<file path="config.mk">
export PLATFORM = sky130hd
export DESIGN_NAME = pred_update_ctrl
export DESIGN_NICKNAME = d
export VERILOG_FILES = /design/src/rtl/pred_update_ctrl.sv
export SDC_FILE = /design/constraint.sdc
export NUM_CORES = 1
export LEC_CHECK = 0
export CAP_MARGIN = 20
export CORE_MARGIN = 2
export CORE_UTILIZATION = 55
export CTS_BUF_LIST = sky130_fd_sc_hd__clkbuf_4 sky130_fd_sc_hd__clkbuf_8 sky130_fd_sc_hd__clkbuf_16
export CTS_CLUSTER_SIZE = 25
export DETAILED_ROUTE_END_ITERATION = 6
export DONT_BUFFER_PORTS = 1
export HOLD_SLACK_MARGIN = 0.1
export PLACE_DENSITY = 0.77
export SYNTH_ARGS = -nofsm -noshare
export SYNTH_HDL_FRONTEND = slang
export SYNTH_SLANG_ARGS = --single-unit
</file>
<file path="constraint.sdc">
create_clock -name clk -period 2 [get_ports clk]
set_input_delay 0.1 -clock clk [delete_from_list [all_inputs] [get_ports clk]]
set_output_delay 0.1 -clock clk [all_outputs]
set_load 0.02 [all_outputs]
</file>
<file path="src/rtl/pred_update_ctrl.sv">
// Branch-prediction update controller.
// Reads a 2-bit saturating counter from an external 128x2 table at lookup time
// and hands out the prediction. It keeps the line and counter of every
// outstanding branch in an in-order queue. On resolve it writes the adjusted
// counter back to the table in a one-cycle UPDATE slot. Because the table writes
// on every edge, the block feeds the read data straight back whenever no update
// is pending.
module pred_update_ctrl #(
  parameter int DEPTH = 4
) (
  input  logic                     clk,
  input  logic                     reset,
  input  logic                     lookup_valid,
  input  logic [31:0]              lookup_pc,
  output logic                     lookup_ready,
  output logic                     pred_taken,
  input  logic                     resolve_valid,
  input  logic                     resolve_taken,
  output logic                     mispredict,
  output logic [6:0]               tbl_line,
  output logic [1:0]               tbl_din,
  input  logic [1:0]               tbl_dout,
  output logic [$clog2(DEPTH):0]   q_count,
  output logic                     err_underflow
);

  localparam int PW = $clog2(DEPTH);
  localparam logic [PW:0]   FULL_CNT = (PW+1)'(DEPTH);
  localparam logic [PW:0]   CNT_ONE  = (PW+1)'(1);
  localparam logic [PW:0]   CNT_ZERO = '0;
  localparam logic [PW-1:0] PTR_ONE  = PW'(1);

  typedef enum logic {IDLE = 1'b0, UPDATE = 1'b1} state_t;

  state_t          st, st_nxt;
  logic [PW-1:0]   wr_ptr, rd_ptr;
  logic [PW:0]     count;
  logic [6:0]      fifo_line [DEPTH];
  logic [1:0]      fifo_cnt  [DEPTH];
  logic [6:0]      upd_line_p1;
  logic [1:0]      upd_cnt_p1;
  logic            push, pop;
  logic [6:0]      head_line;
  logic [1:0]      head_cnt;
  logic            unused_pc_bits;

  // Saturating two-bit counter step toward the observed outcome.
  function automatic logic [1:0] sat_step(input logic [1:0] cnt, input logic taken);
    if (taken) sat_step = (cnt == 2'd3) ? 2'd3 : cnt + 2'd1;
    else       sat_step = (cnt == 2'd0) ? 2'd0 : cnt - 2'd1;
  endfunction

  assign unused_pc_bits = ^{lookup_pc[31:9], lookup_pc[1:0]};

  assign head_line = fifo_line[rd_ptr];
  assign head_cnt  = fifo_cnt[rd_ptr];
  assign push      = lookup_valid && lookup_ready;
  assign pop       = resolve_valid && (count != CNT_ZERO);
  assign q_count   = count;

  // State register: UPDATE only ever follows a cycle that popped a resolve.
  always_ff @(posedge clk or posedge reset) begin
    if (reset) st <= IDLE;
    else       st <= st_nxt;
  end

  // Next state: every successful pop schedules exactly one write-back slot.
  always_comb begin
    st_nxt = IDLE;
    if (pop) st_nxt = UPDATE;
  end

  // Table port and lookup handshake; during UPDATE the table port is owned by the write-back.
  always_comb begin
    tbl_line     = lookup_pc[8:2];
    tbl_din      = tbl_dout;
    pred_taken   = tbl_dout[1];
    lookup_ready = !reset && (count < FULL_CNT);
    if (st == UPDATE) begin
      tbl_line     = upd_line_p1;
      tbl_din      = upd_cnt_p1;
      pred_taken   = 1'b0;
      lookup_ready = 1'b0;
    end
  end

  // Queue pointers and occupancy; simultaneous push and pop cancel out.
  always_ff @(posedge clk or posedge reset) begin
    if (reset) begin
      wr_ptr <= '0;
      rd_ptr <= '0;
      count  <= '0;
    end else begin
      if (push) wr_ptr <= wr_ptr + PTR_ONE;
      if (pop)  rd_ptr <= rd_ptr + PTR_ONE;
      case ({push, pop})
        2'b10:   count <= count + CNT_ONE;
        2'b01:   count <= count - CNT_ONE;
        default: count <= count;
      endcase
    end
  end

  // Queue storage: line and counter as read at lookup time.
  always_ff @(posedge clk) begin
    if (push) begin
      fifo_line[wr_ptr] <= lookup_pc[8:2];
      fifo_cnt[wr_ptr]  <= tbl_dout;
    end
  end

  // ---- stage p1: pending write-back computed from the captured counter ----
  always_ff @(posedge clk) begin
    if (pop) begin
      upd_line_p1 <= head_line;
      upd_cnt_p1  <= sat_step(head_cnt, resolve_taken);
    end
  end

  // Mispredict pulse and sticky underflow flag.
  always_ff @(posedge clk or posedge reset) begin
    if (reset) begin
      mispredict    <= 1'b0;
      err_underflow <= 1'b0;
    end else begin
      mispredict <= pop && (resolve_taken != head_cnt[1]);
      if (resolve_valid && (count == CNT_ZERO)) err_underflow <= 1'b1;
    end
  end

endmodule

</file>
======== Word level (Yosys, flattened, before mapping) ========
Memory sizes are Yosys's and may differ from the RTL's. A register that Yosys moved wholly into a read port is not among the register bits.
Cells that the tools add are included.
cells by class
  add/subtract/negate cells ............... 6
  $lt $le $gt $ge ......................... 1
  equality and inequality tests ........... 4
  muxes and demuxes ....................... 11
  reduce and logical (&&, ||, !) cells .... 10
operators by type and width
  cell                 count
  $mux 2               4
  $mux 7               1
  $add 2x1->2 const B  3
  $pmux 3 s2           1
  $logic_and 1x1->1    5
  $mux 1               5
  $eq 2x2->1 const B   2
  $add 3x1->3 const B  1
  $logic_not 3->1      1
  $lt 3x3->1 const B   1
  $reduce_bool 3->1    1
  $sub 3x1->3 const B  1
  $eq 2x1->1 const B   1
  $logic_not 2->1      1
  $reduce_bool 2->1    1
  $sub 2x1->2 const B  1
  $logic_not 1->1      1
  $ne 1x1->1           1
word-level totals
  register bits after elaboration ......... 12
  bits in writable memories ............... 36
  input bits .............................. 39
  memories kept ........................... 2
memory list
  name       words  bits a word  rd ports  clocked after Yosys merged registers in  wr ports  line  text
  fifo_line  4      7            1         1                                        1         38    logic [6:0] fifo_line [DEPTH];
  fifo_cnt   4      2            1         0                                        1         39    logic [1:0] fifo_cnt [DEPTH];

======== Depth between registers and ports, before layout ========
  depth after elaboration ................. 6
  gate-level depth with buffers ........... 9
  gate-level depth less buffers ........... 9

======== Worst setup path after synthesis ========
OpenSTA, ideal clock, no wires.
  path type ............................... reg-to-reg
  start point ............................. reg count[2], in the netlist q_count[2]
  end point ............................... reg count[2], in the netlist q_count[2]
  arrival ................................. 2.215 ns
  path slack .............................. -0.349 ns
  stages on the path, launching flop included .. 10
  path buffers ............................ 0
  clock period less this slack ............ 2.349 ns
  cells stage by stage .................... dfrtp_1 > nor3_1 > and2_1 > inv_1 > ha_1 > inv_1 > fa_1 > xor2_1 > nor2_1 > xor2_1
on the way
  cells in the longest elaborated chain, start to end .. 6
  elaborated cells on any way between the ends .. 12
  those cells by class .................... add/sub (2); order compare (1); eq/ne (2); mux (2); reduce/logical (5)
RTL lines
  what                                             line  text
  start, declared                                  37    logic [PW:0] count;
  start signal, assigned                           97    2'b10: count <= count + CNT_ONE;
  start signal, assigned                           98    2'b01: count <= count - CNT_ONE;
  start signal, assigned                           99    default: count <= count;
  $lt 3x3->1 *                                     78    lookup_ready = !reset && (count < FULL_CNT);
  $logic_and 1x1->1 *                              78
  $mux 1 *                                         79    if (st == UPDATE) begin
  named net lookup_ready                           15    output logic lookup_ready,
  $logic_and 1x1->1 *                              57    assign push = lookup_valid && lookup_ready;
  $eq 2x1->1 or $eq 2x2->1 (tied branches)         96    case ({push, pop})
  $pmux 3 s2 or $reduce_bool 2->1 (tied branches)  --
Mark *: on every way through the listed nets, which the timed path passes. The rest lies on a longest branch.
A chain may end at the register's enable or synchronous reset.

======== Worst setup path after layout ========
  start point ............................. reg count[2], in the netlist q_count[2]
  end point ............................... reg count[2], in the netlist q_count[2]
on the way
  elaborated cells on any way between the ends .. 12
  those cells by class .................... add/sub (2); order compare (1); eq/ne (2); mux (2); reduce/logical (5)
RTL lines
  what                                             line  text
  $reduce_bool 3->1 *                              58    assign pop = resolve_valid && (count != CNT_ZERO);
  $logic_and 1x1->1 *                              58
  named net pop                                    42    logic push, pop;
  $eq 2x1->1 or $eq 2x2->1 (tied branches)         96
  $pmux 3 s2 or $reduce_bool 2->1 (tied branches)  --
Marked as above.

==> key figures <==
Final layout
  – Syn-to-layout area delta: 15.0%
  – Final Net Count: 185
  – Design Area, Final: 2580 um^2
  – Diodes inserted: 0
  – Area of the multi-input gates: 607 um^2
  – Fillers: 277
  – Layout cell share with drive strength beyond 1: 0.199
  – Seq. cell area: 1600 um^2

Placed design
  – Buffers on Ports: 0
  – Placed inst area: 2370 um^2
  – HPWL after DPL: 2.52 mm
  – Routability congestion estimate: 0.683

Detailed routing
  – Via density: 5.65
  – Post-DRT Antenna Nets: 0
  – Detailed Routing Iterations Pass 1: 6
  – Via count: 1080
  – Wire per inst: 19.7 um
  – Detailed Route WL: 3.76 mm
  – DRC Markers: 0
  – DRT iter0 DRCs: 81

Global route
  – First-pass GRT wire length: 5.75 mm
  – Largest net degree at the start of global routing: 16
  – Antenna violations before repair: 0
  – Vias in the first global route: 1108
  – Congestion Overflow GR: 0
  – GRT Resource Usage Total: 0.185

Setup path
  – Crit path kind: flop to flop
  – Critical Path AT: 2070 ps
  – Most frequent CP cell: xor2_1
  – CP Capture Type: flop
  – Worst path buffer plus inverter count: 2
  – Crit-path max FO: 4
  – Cell family with most CP delay: adder cells
  – Flop2flop setup slack: 170 ps
  – Critical path required time: 2230 ps
  – Slowest cell on crit path: dfrtp_1
  – Max incr delay on CP: 410 ps
  – Critical Path Source Type: flop
  – Cells along the critical path: buf_4 > o31a_2 > ha_1 > inv_1 > fa_1 > xor2_1 > nor2_1 > xor2_1

Power
  – Tot Pwr: 3.19 mW
  – Pwr dens: 1230 nW/um^2
  – Leak pwr: 0.968 nW
  – Worst IR Drop VDD: 0.000546 V

Clocking
  – Worst-Skew Late Latency: 300 ps
  – CTS max path bufs: 2
  – Clock sink count: 55
  – Cts bufs inserted: 5
  – Post-CTS Resized: 0
  – Root Buffer: clkbuf_8
  – H-tree depth: 2
  – Setup Buffers After CTS: 0
  – Clk slew on worst S/H paths: 90 ps
  – CTS tree: done
  – Hold_buf cts: 13

Synthesis
  – Post-synthesis sequential area ratio: 0.713
  – Post-synthesis cell count: 114
  – Netlist cell types: 24
  – Synthesized net count: 159
  – Syn. warnings: 0
  – Synth Register Bits: 55
  – Cells taking the most area after synthesis: edfxtp_1 60%, dfrtp_1 11%, mux4_1 9.4%
  – Synth Cell Area: 2250 um^2
  – Top-area cell type share of the netlist area: 0.602
  – Synth Area per Inst: 19.7 um^2
  – Area leader, netlist: edfxtp_1

Die
  – Die X: 67.9 um
  – Row cnt: 23
  – Initial Util: 0.566
  – Io pins: 55
  – Die height: 67.9 um
  – Area of the die: 4610 um^2
  – Core area: 3970 um^2

Timing
  – Slew margin rel.: 0.657
  – RSZ-0062 raised after global routing: no
  – Final number of setup-violating endpoints: 0
  – Final Hold Viols: 0
  – Final Skew: 8.85 ps
  – Final hold slack: 152 ps
  – Setup_tns: 0 ps
  – Maximum clock rate: 545 MHz
  – Final cycle utilization of the critical path: 0.917
  – Slew Limit Fails: 0
  – Slew @ Worst Pin: 514 ps
  – Tmin final: 1830 ps

Outcome
  – Status: completed

Min path
  – Hold Path Class: input pin to flop

Flow run
  – Max-Cap Viols: 0
[report_power, final]
part	switching [mW]	leakage [nW]	internal, mW	total (mW)
registers	0.133	0.528	1.48	1.61
logic	0.521	0.396	0.471	0.991
clock network	0.328	0.0437	0.253	0.581
[worst register-to-register path, cell delays in order, from the launching register on]
cell	delay [ps]
dfrtp_1	410
buf_4	190
o31a_2	150
ha_1	170
inv_1	60
fa_1	380
xor2_1	150
nor2_1	110
xor2_1	150
[through the flow]
| step | utilization | setup WS, ps | std cells |
|---|---|---|---|
| 2_1_floorplan | - | 26.7 | 114 |
| 3_3_place_gp | 0.596 | 229 | 170 |
| 3_5_place_dp | 0.596 | 170 | 170 |
| 4_1_cts | 0.650 | 157 | 191 |
| 5_1_grt | 0.650 | 58.2 | 191 |
| 6_report | 0.650 | 167 | 191 |
[cell families after synthesis]
| logic type | synth area share |
|---|---|
| adders and majority gates | 0.0462 |
| DFF | 0.713 |
| buffers and inverters | 0.0223 |
| and+or+nand+nor | 0.0273 |
| muxes | 0.153 |
| xor gates and xnor gates | 0.0273 |
| AOI/OAI and AO/OA | 0.0106 |
[cells in the mapped netlist]
cell      number
and3_1         4
maj3_2         1
nor2b_1        1
o31a_1         1
maj3_1         1
xor2_1         4
nor3_1         2
buf_6          1
nor2_1         1
clkbuf_1       1
xnor2_1        3
nand2_1        1
buf_2          1
and2_1         2
a21o_1         2
mux2_2         9
mux4_2         1
dfrtp_1       10
edfxtp_1      45
fa_1           1
mux4_1         8
inv_1          8
mux2i_1        1
ha_1           5
[flip-flops by register name (all words and copies together) (netlist names), 2 cells and up]
name,flops
fifo_cnt,8
q_count,3
rd_ptr,2
wr_ptr,2
fifo_line,28
upd_cnt_p1,2
upd_line_p1,7
[final timing paths]
check                                  startpoint                endpoint  depth (start not counted)
max                        q_count[2]$_DFFE_PP0P_  q_count[2]$_DFFE_PP0P_                          8
min                                 resolve_valid            st$_DFF_PP0_                          2
max reg2reg                q_count[2]$_DFFE_PP0P_  q_count[2]$_DFFE_PP0P_                          8
min reg2reg                 wr_ptr[1]$_DFFE_PP0P_   wr_ptr[1]$_DFFE_PP0P_                          1
max in group asynchronous                   reset    mispredict$_DFF_PP0_                          2
min in group asynchronous                   reset   wr_ptr[1]$_DFFE_PP0P_                          2
[layout make-up]
class / count / share of cell area
flip-flops and latches: 55 / 0.620
multi-input cells: 48 / 0.235
repair buffers: 22 / 0.0766
clock buffers: 6 / 0.0296
well taps: 50 / 0.0242
inverters: 8 / 0.0116
clock inverters: 2 / 0.00291
[layer usage]
layer / share of wire / wire (um) / GRT usage / up-vias
met1: 0.41 / 1550 / 0.224 / 560
met4: 0.011 / 42 / 0.0700 / 0
met3: 0.048 / 182 / 0.0592 / 5
li1: - / - / - / 488
met5: 0 / 0 / 0 / -
met2: 0.53 / 1990 / 0.311 / 27
[cells in the final DEF (no fill, tap or decap)]
master         Yosys  routed
and3_1             4       4
mux4_2             1       1
nor3_4             0       1
dlygate4sd3_1      0      13
clkbuf_8           0       5
nor2_1             1       1
xor2_1             4       4
fa_1               1       1
maj3_1             1       1
maj3_2             1       1
edfxtp_1          45      45
and2_1             2       2
xnor2_1            3       3
mux2i_1            1       1
ha_1               5       5
buf_4              0       9
mux2_2             9       9
dfrtp_1           10      10
inv_1              8       8
a21o_1             2       2
nor3_1             2       1
nor2b_1            1       1
clkbuf_4           0       1
nand2_1            1       1
mux4_1             8       8
clkinv_1           0       2
o31a_2             0       1
No activity file was read; power rests on OpenSTA's default activity.
